## src/rtl/shaper_pkg.sv

```systemverilog
// Shared types and defaults for the trapezoidal shaper sequencing controller.
//   state_t      : controller FSM states
//   shaper_evt_t : peak event payload {peak, tstamp}
//   SHP_DW/SHP_TS_W : default sample and timestamp widths
package shaper_pkg;

  localparam int SHP_DW   = 16;
  localparam int SHP_TS_W = 32;

  typedef enum logic [2:0] {
    ST_IDLE,
    ST_FLUSH,
    ST_WARMUP,
    ST_ARMED,
    ST_PEAK,
    ST_HOLDOFF
  } state_t;

  // peak is a two's-complement value carried as raw bits.
  typedef struct packed {
    logic [SHP_DW-1:0]   peak;
    logic [SHP_TS_W-1:0] tstamp;
  } shaper_evt_t;

  function automatic int imax(input int a, input int b);
    return (a > b) ? a : b;
  endfunction

endpackage

```

## src/rtl/shaper_if.sv

```systemverilog
// Peak event valid/ready port between the shaper controller and readout.
//   master: drives ev_valid/ev_peak/ev_time, samples ev_ready
//   slave : the consumer side
interface shaper_ev_if
  import shaper_pkg::*;
#(
  parameter int DW   = SHP_DW,
  parameter int TS_W = SHP_TS_W
);
  logic            ev_valid;
  logic            ev_ready;
  logic [DW-1:0]   ev_peak;
  logic [TS_W-1:0] ev_time;

  modport master (output ev_valid, output ev_peak, output ev_time, input ev_ready);
  modport slave  (input ev_valid, input ev_peak, input ev_time, output ev_ready);
endinterface

```

## src/rtl/shaper_evt_buf.sv

```systemverilog
// One-entry event register with valid/ready output.
//   i_req/i_evt : load request and payload from the peak tracker
//   i_ready     : consumer accepts the held event
//   o_valid/o_evt : held event
//   o_drop      : request lost because the register was full and not draining
module shaper_evt_buf
  import shaper_pkg::*;
(
  input  logic        clk,
  input  logic        reset,
  input  logic        i_req,
  input  shaper_evt_t i_evt,
  input  logic        i_ready,
  output logic        o_valid,
  output shaper_evt_t o_evt,
  output logic        o_drop
);

  logic        r_valid;
  shaper_evt_t r_evt;
  logic        w_drop;

  // A request landing on a draining register replaces the leaving entry.
  assign w_drop = i_req && r_valid && !i_ready;

  always_ff @(posedge clk) begin
    if (reset) begin
      r_valid <= 1'b0;
      r_evt   <= '0;
    end else if (i_req && !w_drop) begin
      r_valid <= 1'b1;
      r_evt   <= i_evt;
    end else if (r_valid && i_ready) begin
      r_valid <= 1'b0;
    end
  end

  assign o_valid = r_valid;
  assign o_evt   = r_evt;
  assign o_drop  = w_drop;

endmodule

```

## src/rtl/shaper_ctrl.sv

```systemverilog
// Sequencing controller for the trapezoidal shaping filter core.
// Owns the core clear and sample feed, masks the warm-up transient, and runs
// a threshold/peak-capture FSM on the shaped output, emitting timestamped
// peak events to readout.
//   clk, reset        : clock, synchronous active-high reset
//   start, stop       : acquisition control pulses (stop has priority)
//   cfg_threshold     : signed trigger level, latched on start
//   in_valid, in_data : ADC sample stream (continuous while running)
//   flt_rst_n, flt_in : filter core clear (active low) and registered sample
//   flt_out           : signed filter output, two cycles behind flt_in's source
//   busy              : not idle
//   ev                : peak event port {ev_peak, ev_time}
//   err_underrun      : sticky sample-gap flag
//   ovf_cnt           : saturating dropped-event count
module shaper_ctrl
  import shaper_pkg::*;
#(
  parameter int DW        = SHP_DW,
  parameter int TS_W      = SHP_TS_W,
  parameter int FLUSH_CYC = 2,
  parameter int WARMUP    = 12,
  parameter int HOLDOFF   = 32
)(
  input  logic          clk,
  input  logic          reset,
  input  logic          start,
  input  logic          stop,
  input  logic [DW-1:0] cfg_threshold,
  input  logic          in_valid,
  input  logic [DW-1:0] in_data,
  output logic          flt_rst_n,
  output logic [DW-1:0] flt_in,
  input  logic [DW-1:0] flt_out,
  output logic          busy,
  shaper_ev_if.master   ev,
  output logic          err_underrun,
  output logic [7:0]    ovf_cnt
);

  localparam int CNT_MAX = imax(FLUSH_CYC, imax(WARMUP, HOLDOFF));
  localparam int CNT_W   = $clog2(CNT_MAX + 1);

  state_t          r_state, w_nxt;
  logic [CNT_W-1:0] r_cnt;
  logic [DW-1:0]   r_thr, r_pk, r_flt_in;
  logic [TS_W-1:0] r_ts, r_ts_d1, r_ts_d2, r_pk_ts;
  logic            r_err;
  logic [7:0]      r_ovf;

  logic            w_run, w_acc, w_start, w_req, w_drop, w_busy, w_flt_rst_n;
  logic            w_above, w_higher;
  logic            w_ev_valid;
  shaper_evt_t     w_req_evt, w_evt_q;

  assign w_above  = $signed(flt_out) > $signed(r_thr);
  assign w_higher = $signed(flt_out) > $signed(r_pk);

  // ---- state register ----
  always_ff @(posedge clk) begin
    if (reset) r_state <= ST_IDLE;
    else       r_state <= w_nxt;
  end

  // ---- next state ----
  always_comb begin
    w_nxt = r_state;
    if (stop) begin
      w_nxt = ST_IDLE;
    end else if (w_run && !in_valid) begin
      w_nxt = ST_FLUSH;                     // underrun: restart the core
    end else begin
      case (r_state)
        ST_IDLE:    if (start) w_nxt = ST_FLUSH;
        ST_FLUSH:   if (r_cnt == CNT_W'(FLUSH_CYC - 1)) w_nxt = ST_WARMUP;
        ST_WARMUP:  if (r_cnt == CNT_W'(WARMUP - 1))    w_nxt = ST_ARMED;
        ST_ARMED:   if (w_above)                        w_nxt = ST_PEAK;
        ST_PEAK:    if (!w_above)                       w_nxt = ST_HOLDOFF;
        ST_HOLDOFF: if (r_cnt == CNT_W'(HOLDOFF - 1))   w_nxt = ST_ARMED;
        default:    w_nxt = ST_IDLE;
      endcase
    end
  end

  // ---- outputs / strobes ----
  always_comb begin
    w_run       = r_state inside {ST_WARMUP, ST_ARMED, ST_PEAK, ST_HOLDOFF};
    w_busy      = (r_state != ST_IDLE);
    w_flt_rst_n = w_run;
    w_acc       = w_run && in_valid;
    w_start     = (r_state == ST_IDLE) && start && !stop;
    // Pulse ends on the first sample at or below threshold; the peak so far
    // is the event (the ending sample cannot exceed it).
    w_req       = (r_state == ST_PEAK) && in_valid && !stop && !w_above;
  end

  // ---- datapath ----
  always_ff @(posedge clk) begin
    if (reset) begin
      r_cnt    <= '0;
      r_thr    <= '0;
      r_pk     <= '0;
      r_pk_ts  <= '0;
      r_flt_in <= '0;
      r_ts     <= '0;
      r_ts_d1  <= '0;
      r_ts_d2  <= '0;
      r_err    <= 1'b0;
      r_ovf    <= '0;
    end else begin
      // flt_out lags the accepted sample by two cycles; so does its index.
      r_ts_d1 <= r_ts;
      r_ts_d2 <= r_ts_d1;

      if (r_state == ST_FLUSH) begin
        r_ts <= '0;
      end else if (w_acc) begin
        r_ts     <= r_ts + 1'b1;
        r_flt_in <= in_data;
      end

      // One counter serves flush cycles, warm-up samples and holdoff samples.
      if (w_nxt != r_state)
        r_cnt <= '0;
      else if (r_state == ST_FLUSH ||
               (in_valid && (r_state == ST_WARMUP || r_state == ST_HOLDOFF)))
        r_cnt <= r_cnt + 1'b1;

      if (w_start) begin
        r_thr <= cfg_threshold;
        r_err <= 1'b0;
        r_ovf <= '0;
      end else begin
        if (w_run && !in_valid && !stop) r_err <= 1'b1;
        if (w_drop && r_ovf != 8'hFF)    r_ovf <= r_ovf + 1'b1;
      end

      // Strict '>' keeps the earliest sample on a tie.
      if (w_acc && ((r_state == ST_ARMED && w_above) ||
                    (r_state == ST_PEAK  && w_higher))) begin
        r_pk    <= flt_out;
        r_pk_ts <= r_ts_d2;
      end
    end
  end

  assign w_req_evt.peak   = r_pk;
  assign w_req_evt.tstamp = r_pk_ts;

  shaper_evt_buf u_evt_buf (
    .clk     (clk),
    .reset   (reset),
    .i_req   (w_req),
    .i_evt   (w_req_evt),
    .i_ready (ev.ev_ready),
    .o_valid (w_ev_valid),
    .o_evt   (w_evt_q),
    .o_drop  (w_drop)
  );

  assign ev.ev_valid   = w_ev_valid;
  assign ev.ev_peak    = w_evt_q.peak;
  assign ev.ev_time    = w_evt_q.tstamp;

  assign flt_rst_n     = w_flt_rst_n;
  assign flt_in        = r_flt_in;
  assign busy          = w_busy;
  assign err_underrun  = r_err;
  assign ovf_cnt       = r_ovf;

endmodule

```

## src/flat_wrapper.sv

```systemverilog
// flat-port wrapper written by rule: the top's interface ports become plain ports
module shaper_ctrl_flat import shaper_pkg::*;
#(
  parameter int DW        = SHP_DW,
  parameter int TS_W      = SHP_TS_W,
  parameter int FLUSH_CYC = 2,
  parameter int WARMUP    = 12,
  parameter int HOLDOFF   = 32
)
  (clk, reset, start, stop, cfg_threshold, in_valid, in_data, flt_rst_n, flt_in, flt_out, busy, err_underrun, ovf_cnt, ev_ev_valid, ev_ev_peak, ev_ev_time, ev_ev_ready);
  shaper_ev_if #(.DW(DW), .TS_W(TS_W)) ev_i ();
  input  logic clk;
  input  logic reset;
  input  logic start;
  input  logic stop;
  input  logic [DW-1:0] cfg_threshold;
  input  logic in_valid;
  input  logic [DW-1:0] in_data;
  output logic flt_rst_n;
  output logic [DW-1:0] flt_in;
  input  logic [DW-1:0] flt_out;
  output logic busy;
  output logic err_underrun;
  output logic [7:0] ovf_cnt;
  output wire logic [$bits(ev_i.ev_valid)-1:0] ev_ev_valid;
  output wire logic [$bits(ev_i.ev_peak)-1:0] ev_ev_peak;
  output wire logic [$bits(ev_i.ev_time)-1:0] ev_ev_time;
  input wire logic [$bits(ev_i.ev_ready)-1:0] ev_ev_ready;
  assign ev_ev_valid = ev_i.ev_valid;
  assign ev_ev_peak = ev_i.ev_peak;
  assign ev_ev_time = ev_i.ev_time;
  assign ev_i.ev_ready = ev_ev_ready;
  shaper_ctrl #(.DW(DW), .TS_W(TS_W), .FLUSH_CYC(FLUSH_CYC), .WARMUP(WARMUP), .HOLDOFF(HOLDOFF)) u_core (.clk(clk), .reset(reset), .start(start), .stop(stop), .cfg_threshold(cfg_threshold), .in_valid(in_valid), .in_data(in_data), .flt_rst_n(flt_rst_n), .flt_in(flt_in), .flt_out(flt_out), .busy(busy), .ev(ev_i), .err_underrun(err_underrun), .ovf_cnt(ovf_cnt));
endmodule
```

## config.mk

```make
export PLATFORM = sky130hd
export DESIGN_NAME = shaper_ctrl_flat
export DESIGN_NICKNAME = d
export VERILOG_FILES = /design/src/rtl/shaper_pkg.sv /design/src/rtl/shaper_if.sv /design/src/rtl/shaper_evt_buf.sv /design/src/rtl/shaper_ctrl.sv /design/src/flat_wrapper.sv
export SDC_FILE = /design/constraint.sdc
export NUM_CORES = 1
export LEC_CHECK = 0
export BUFFER_PORTS_ARGS = -buffer_cell sky130_fd_sc_hd__buf_2
export CAP_MARGIN = 5
export CORE_AREA = 2 2 144 132
export CTS_BUF_LIST = sky130_fd_sc_hd__clkbuf_8
export CTS_CLUSTER_DIAMETER = 200
export DETAILED_ROUTE_END_ITERATION = 12
export DIE_AREA = 0 0 146 134
export GPL_TIMING_DRIVEN = 0
export PLACE_DENSITY = 0.75
export SYNTH_ARGS = -nofsm -noshare
export SYNTH_HDL_FRONTEND = slang
export SYNTH_SLANG_ARGS = --single-unit
```

## constraint.sdc

```tcl
create_clock -name clk -period 3.2 [get_ports clk]
set_clock_uncertainty 0.15 [all_clocks]
set_input_delay 0.16 -clock clk [delete_from_list [all_inputs] [get_ports clk]]
set_output_delay 0.16 -clock clk [all_outputs]
set_load 0.01 [all_outputs]
```

==> flow_summary.yaml, run 1 <==
route:
  count_of_tritonroute_iterations_in_the_first_routing_pass: 5
  drc: 0
  route.final.wire_length_um: 23500
  antenna_violating_nets_post_route: 0
  wire_per_inst_um: 14.4
  routed_via_density: 5.24
  drtIter0Drc: 468
  vias: 8584
logic_synthesis:
  synthesis.area_um2: 9710
  synth_area_per_cell_um2: 8.51
  synthCells: 1141
  synth.distinct_cells: 55
  synth.top_cells.by_area: "dfxtp_1 (50%), a21oi_1 (8.1%), nand2_1 (7.6%)"
  synth_edf_count: 0
  mappedNetlistNets: 1231
  yosys_register_bits: 243
  netlist.top_cell.by_area: "dfxtp_1"
  synth.yosys.warnings: 0
  synthFlopType: "dfxtp_1"
  synth-seq-area-share: 0.501
  synth-async-reset-ratio: 0
  area_share_of_the_largest_cell_type_after_synthesis: 0.501
setup_path:
  end_kind: "register"
  worst_ep_required_time_ns: 3.46
  critical_path.max_fanout: 10
  timing.setup.critical_path_class: "reg2reg"
  crit_path_cell_trace: "inv_1, ha_1, nand2_1, o21ai_0, and4_1, or4_4, and4_2, buf_2, buf_2, o21ai_0, a21oi_1"
  crit_slowest_cell: "or4_4"
  startpoint_type: "register"
  slowest_delay_ns: 0.59
  cp_num_buf_inv: 3
  cp_data_arrival_time_ns: 3.41
  critPathTopFamily: "simple AND/OR/NAND/NOR gates"
sta:
  setup_viol_count_final: 0
  fmax_ghz: 0.318
  totalNegativeSetupSlack_ns: 0
  slew_violations: 0
  hold-worst-slack_ns: 0.0407
  tightestPinTransition_ns: 1.18
  hold_viol_final: 0
  final.period_utilization: 0.983
  timing.max_slew.rel_slack: 0.206
  timing.final.crit_period_ns: 3.15
pwr:
  share_clk_of_total_power: 0.448
  power_per_cell_area_nw_per_um2: 506
  power.combinational.fraction: 0.055
  p_leak_nw: 4.69
  power_mw: 6.12
  intPower_mw: 4.70
  seq_power_share: 0.498
  netSwitchingFraction: 0.233
  p_switching_mw: 1.42
  vdd.ir_drop.worst_mv: 0.291
clocking:
  clk-insertion-delay-late_ns: 0.55
  cts.reportedPaths.clkPinSlew_ns: 0.07
  h-tree-depth: 2
  tritoncts: "done"
  clock_sinks: 243
  cts_made_buffers: 39
  root_buffer: "clkbuf_8"
  maximum_number_of_buffers_from_clock_root_to_sink: 3
layout:
  share_of_layout_cells_above_drive_strength_1: 0.157
  layout.cells.most_common: "dfxtp_1"
  syn_to_final_growth_pct: 24.5
  final_cell_mix: "dfxtp_1 (243), nand2_1 (197), a21oi_1 (157)"
  final-instance-count-excl-fill: 1637
  insertedDiodeCount: 0
  final_net_count: 1453
global_routing:
  first_global_vias: 7917
  grt_pass1_wl_um: 38000
  grtUsageTotal: 0.233
  globalRouteOverflowTotal: 0
  grt_max_degree: 12
  grt_antenna_before_repair: 0
floorplanning:
  core_box_area_um2: 18100
  die-area_um2: 19600
  floorplan.die.height_um: 134
  fp.dieW_um: 146
  effective_utilization_at_floorplan: 0.536
  design.portCount: 130
  rows: 47
placement:
  placed_cells: 1512
  place_congestion: 0.862
  port_buffers: 126
  hpwl_um: 15500
worst_hold_path:
  timing.hold.worst.class: "in2reg"
run:
  max_cap_violations: 0
outcome:
  outcome: "finished, final reports clean"
==> layer usage <==
metal / part of all wire / track usage
met1: 0.47 / 0.316
met2: 0.44 / 0.372
met3: 0.066 / 0.0503
met4: 0.029 / 0.0841
met5: 0 / 0
==> metrics by stage <==
step	instance area (um^2)	utilization	worst slack, ns
after CTS	12000	0.663	0.00517
final	12100	0.668	0.0530
after global placement	10700	0.588	-0.273
after global routing	12100	0.668	-0.0599
after detailed placement	10700	0.588	-0.222
after floorplan	9710	-	0.459
==> flip-flops by register name, summed over array words and instances, names as in the netlist <==
signal,count
u_core.r_cnt,6
u_core.u_evt_buf.o_valid,1
u_core.r_ts_d2,32
u_core.r_state,3
u_core.u_evt_buf.o_evt,48
u_core.r_pk,16
u_core.r_pk_ts,32
u_core.ovf_cnt,8
u_core.r_ts,32
u_core.r_ts_d1,32
u_core.r_thr,16
u_core.flt_in,16
u_core.err_underrun,1
==> synthesized netlist by cell type, types with 3 or more instances <==
library cell / instances
dfxtp_1: 243
nand2_1: 197
a21oi_1: 157
nor2b_1: 68
nand3_1: 62
o21ai_0: 62
clkbuf_1: 57
nor2_1: 52
inv_1: 38
ha_1: 36
xor2_1: 25
nand4_1: 14
or3_1: 13
and3_1: 10
buf_2: 8
xnor2_1: 8
mux2i_1: 6
nand2b_1: 6
a21o_1: 5
nand3b_1: 5
o31ai_1: 5
or4_1: 5
and4_1: 4
buf_1: 4
nor3_1: 4
o21a_1: 4
a211oi_1: 3
and2_1: 3
o211ai_1: 3
==> worst paths after layout <==
| check | startpoint | slack (ns) | depth (start not counted) | endpoint |
|---|---|---|---|---|
| max | u_core.r_thr[7] | 0.05 | 11 | u_core.r_pk[5] |
| min | start | 0.04 | 5 | u_core.r_thr[3] |
| max reg2reg | u_core.r_thr[7] | 0.05 | 11 | u_core.r_pk[5] |
| min reg2reg | u_core.r_ts_d1[15] | 0.28 | 1 | u_core.r_ts_d2[15] |
==> layout make-up <==
cell class,instances,area (um^2)
Timing Repair Buffer,181,1180
Inverter,38,143
Tap cell,245,307
Sequential cell,243,4860
Clock inverter,26,205
Multi-Input combinational cell,789,4490
Fill cell,1485,6020
Clock buffer,44,606
Buffer,71,298
==> cells by family after synthesis <==
logic type | Yosys count | synth area share
AO/OA/AOI/OAI | 260 | 0.147
AND/OR/NAND/NOR | 453 | 0.225
flip-flops | 243 | 0.501
buffers and inverters | 109 | 0.0437
adder cells (fa/ha/maj) | 37 | 0.0474
multiplexers | 6 | 0.00618
XOR/XNOR | 33 | 0.0298
==> power by group through the flow <==
stage	registers (mW)	clock network (mW)	logic [mW]
detailed placement	3.11	0	0.256
floorplan	3.11	0	0.162
global placement	3.11	0	0.252
global route	3.05	2.92	0.362
finish	3.05	2.74	0.334
CTS	3.04	2.79	0.308
==> what timing repair did <==
item	4_1_cts	5_1_grt
setup buffers	0	1
pin swaps	0	1
hold buffers	54	0
endpoints found under the setup margin	40	48
endpoints found under the hold margin	49	0
resized for setup	2	33
==> worst min-delay path, cell delays in order <==
cell and delay (ns):
buf_2 0.10, nand2b_1 0.10, nor4_1 0.15, nand2_1 0.10
a21oi_1 0.05
Note: power is estimated with default switching activity, not from simulation.
==> run 2, diff against run 1 <==
==> constraint.sdc (replaced) <==
create_clock -name clk -period 3.2 [get_ports clk]
set_clock_uncertainty 0.15 [all_clocks]
set_input_delay 0.8 -clock clk [delete_from_list [all_inputs] [get_ports clk]]
set_output_delay 0.8 -clock clk [all_outputs]
set_load 0.01 [all_outputs]
==> run 2 against run 1 <==
Net effect:
- clock power down 3%
- sequential power about the same
- sequential share of layout area increased by 2.0 points
- final area is 4.7% lower
- critical path type is now in2reg
- largest cell class unchanged
==> flow_summary.yaml, run 2 (synthesized netlist as in run 1, its figures left out) <==
setup_path:
  worst_ep_required_time_ns: 3.44
  timing.setup.critical_path_class: "in2reg"
  critical_path.max_fanout: 10
  startpoint_type: "input port"
  critPathTopFamily: "simple AND/OR/NAND/NOR gates"
  crit_path_cell_trace: "buf_2, ha_2, nand4_2, nor2_1, a211o_1, or4_4, and4_4, clkbuf_2, clkbuf_4, o21ai_0, a21oi_1"
  end_kind: "register"
  slowest_delay_ns: 0.57
  cp_num_buf_inv: 3
  crit_slowest_cell: "or4_4"
  cp_data_arrival_time_ns: 3.34
route:
  route.final.wire_length_um: 21900
  routed_via_density: 5.18
  vias: 8175
  drc: 0
  antenna_violating_nets_post_route: 0
  wire_per_inst_um: 13.9
  drtIter0Drc: 465
  count_of_tritonroute_iterations_in_the_first_routing_pass: 5
floorplanning:
  floorplan.die.height_um: 134
  rows: 47
  fp.dieW_um: 146
  design.portCount: 130
  die-area_um2: 19600
  core_box_area_um2: 18100
  effective_utilization_at_floorplan: 0.536
worst_hold_path:
  timing.hold.worst.class: "reg2reg"
sta:
  final.period_utilization: 0.969
  tightestPinTransition_ns: 1.14
  setup_viol_count_final: 0
  timing.final.crit_period_ns: 3.10
  postLayoutSetupSlackWorst_ns: 0.0999
  slew_violations: 0
  rsz0062_at_grt: "no"
  fmax_ghz: 0.323
  timing.max_slew.rel_slack: 0.236
  hold-worst-slack_ns: 0.278
  hold_viol_final: 0
outcome:
  outcome: "finished, final reports clean"
global_routing:
  grt_antenna_before_repair: 0
  first_global_vias: 7520
  grt_pass1_wl_um: 35900
  globalRouteOverflowTotal: 0
  grt_max_degree: 12
  grtUsageTotal: 0.221
layout:
  multi_input_gate_area_um2: 4480
  syn_to_final_growth_pct: 18.7
  num-fill-cells: 1609
  final_util: 0.637
  final_cell_mix: "dfxtp_1 (243), nand2_1 (197), a21oi_1 (157)"
  share_of_layout_cells_above_drive_strength_1: 0.166
  design_area_um2: 11500
  insertedDiodeCount: 0
  register_area_um2: 4860
  layout.cells.most_common: "dfxtp_1"
  largest_register_ffs: 48
  final_net_count: 1398
pwr:
  power_per_cell_area_nw_per_um2: 517
  p_switching_mw: 1.36
  share_clk_of_total_power: 0.444
  vdd.ir_drop.worst_mv: 0.281
  netSwitchingFraction: 0.229
  p_leak_nw: 4.46
  power.combinational.fraction: 0.045
  seq_power_share: 0.511
  intPower_mw: 4.60
  power_mw: 5.96
clocking:
  cts_made_buffers: 38
  clock_sinks: 243
  maximum_number_of_buffers_from_clock_root_to_sink: 3
  cts.reportedPaths.clkPinSlew_ns: 0.06
  h-tree-depth: 2
  tritoncts: "done"
  number_of_hold_buffers_added_after_cts: 0
  root_buffer: "clkbuf_8"
  clk-insertion-delay-late_ns: 0.54
placement:
  post-place-ws_ns: -0.853
  hpwl_um: 15700
  port_buffers: 126
  post_dp_cell_area_um2: 10700
  place_congestion: 0.852
run:
  max_cap_violations: 0
## run 2: cell types whose count changed in the layout (fill, tap and decap cells not counted), sizes merged
cell / previous run / this run
clkinv: 9 / 6
clkbuf: 102 / 107
bufinv: 3 / 1
dlygate4sd3: 54 / 0
inv: 52 / 47
## run 2: stage by stage
| stage | setup TNS, ns | instances |
|---|---|---|
| 5_1_grt | 0 | 1578 |
| 3_3_place_gp | -53.92 | 1512 |
| 4_1_cts | -0.0337 | 1577 |
| 3_5_place_dp | -54.69 | 1512 |
| 2_1_floorplan | 0 | 1141 |
| 6_report | 0 | 1578 |
## run 2: worst register-to-register path: stages, from the launching register on
cell and delay [ns]:
dfxtp_1 0.34, inv_1 0.05, ha_2 0.38, nand4_2 0.17
nor4_4 0.43, o21ai_2 0.14, a31oi_4 0.30, o311ai_1 0.20
buf_4 0.22, or4_1 0.47, a21oi_1 0.14
## run 2: worst paths after layout
path,from,endpoint,slack [ns],depth (start not counted)
max,flt_out[15],u_core.r_pk[10],0.1,11
min reg2reg,u_core.r_ts_d1[30],u_core.r_ts_d2[30],0.28,1
max reg2reg,u_core.r_thr[15],u_core.ovf_cnt[5],0.15,10
min,u_core.r_ts_d1[30],u_core.r_ts_d2[30],0.28,1
## run 2: per-layer routing
metal / share of wire / global-route usage
met1: 0.48 / 0.310
met2: 0.44 / 0.349
met3: 0.060 / 0.0367
met4: 0.022 / 0.0728
met5: 0 / 0
## run 2: cell type report
class,count,area share
plain buffers,71,0.0263
clock buffers,49,0.0585
clock inverters,16,0.00998
inverters,38,0.0124
multi-input cells,789,0.389
flip-flops and latches,243,0.422
well taps,245,0.0266
repair buffers,127,0.0554
## run 2: power by group through the flow
stage / registers (mW) / clock network [mW] / logic (mW)
floorplan: 3.11 / 0 / 0.162
global placement: 3.11 / 0 / 0.252
detailed placement: 3.11 / 0 / 0.259
CTS: 3.04 / 2.71 / 0.261
global route: 3.04 / 2.84 / 0.297
finish: 3.05 / 2.65 / 0.267
## run 2: what timing repair did
item	4_1_cts	5_1_grt
gates resized for setup	4	35
endpoints found under the setup margin	49	63
buffers inserted	0	1
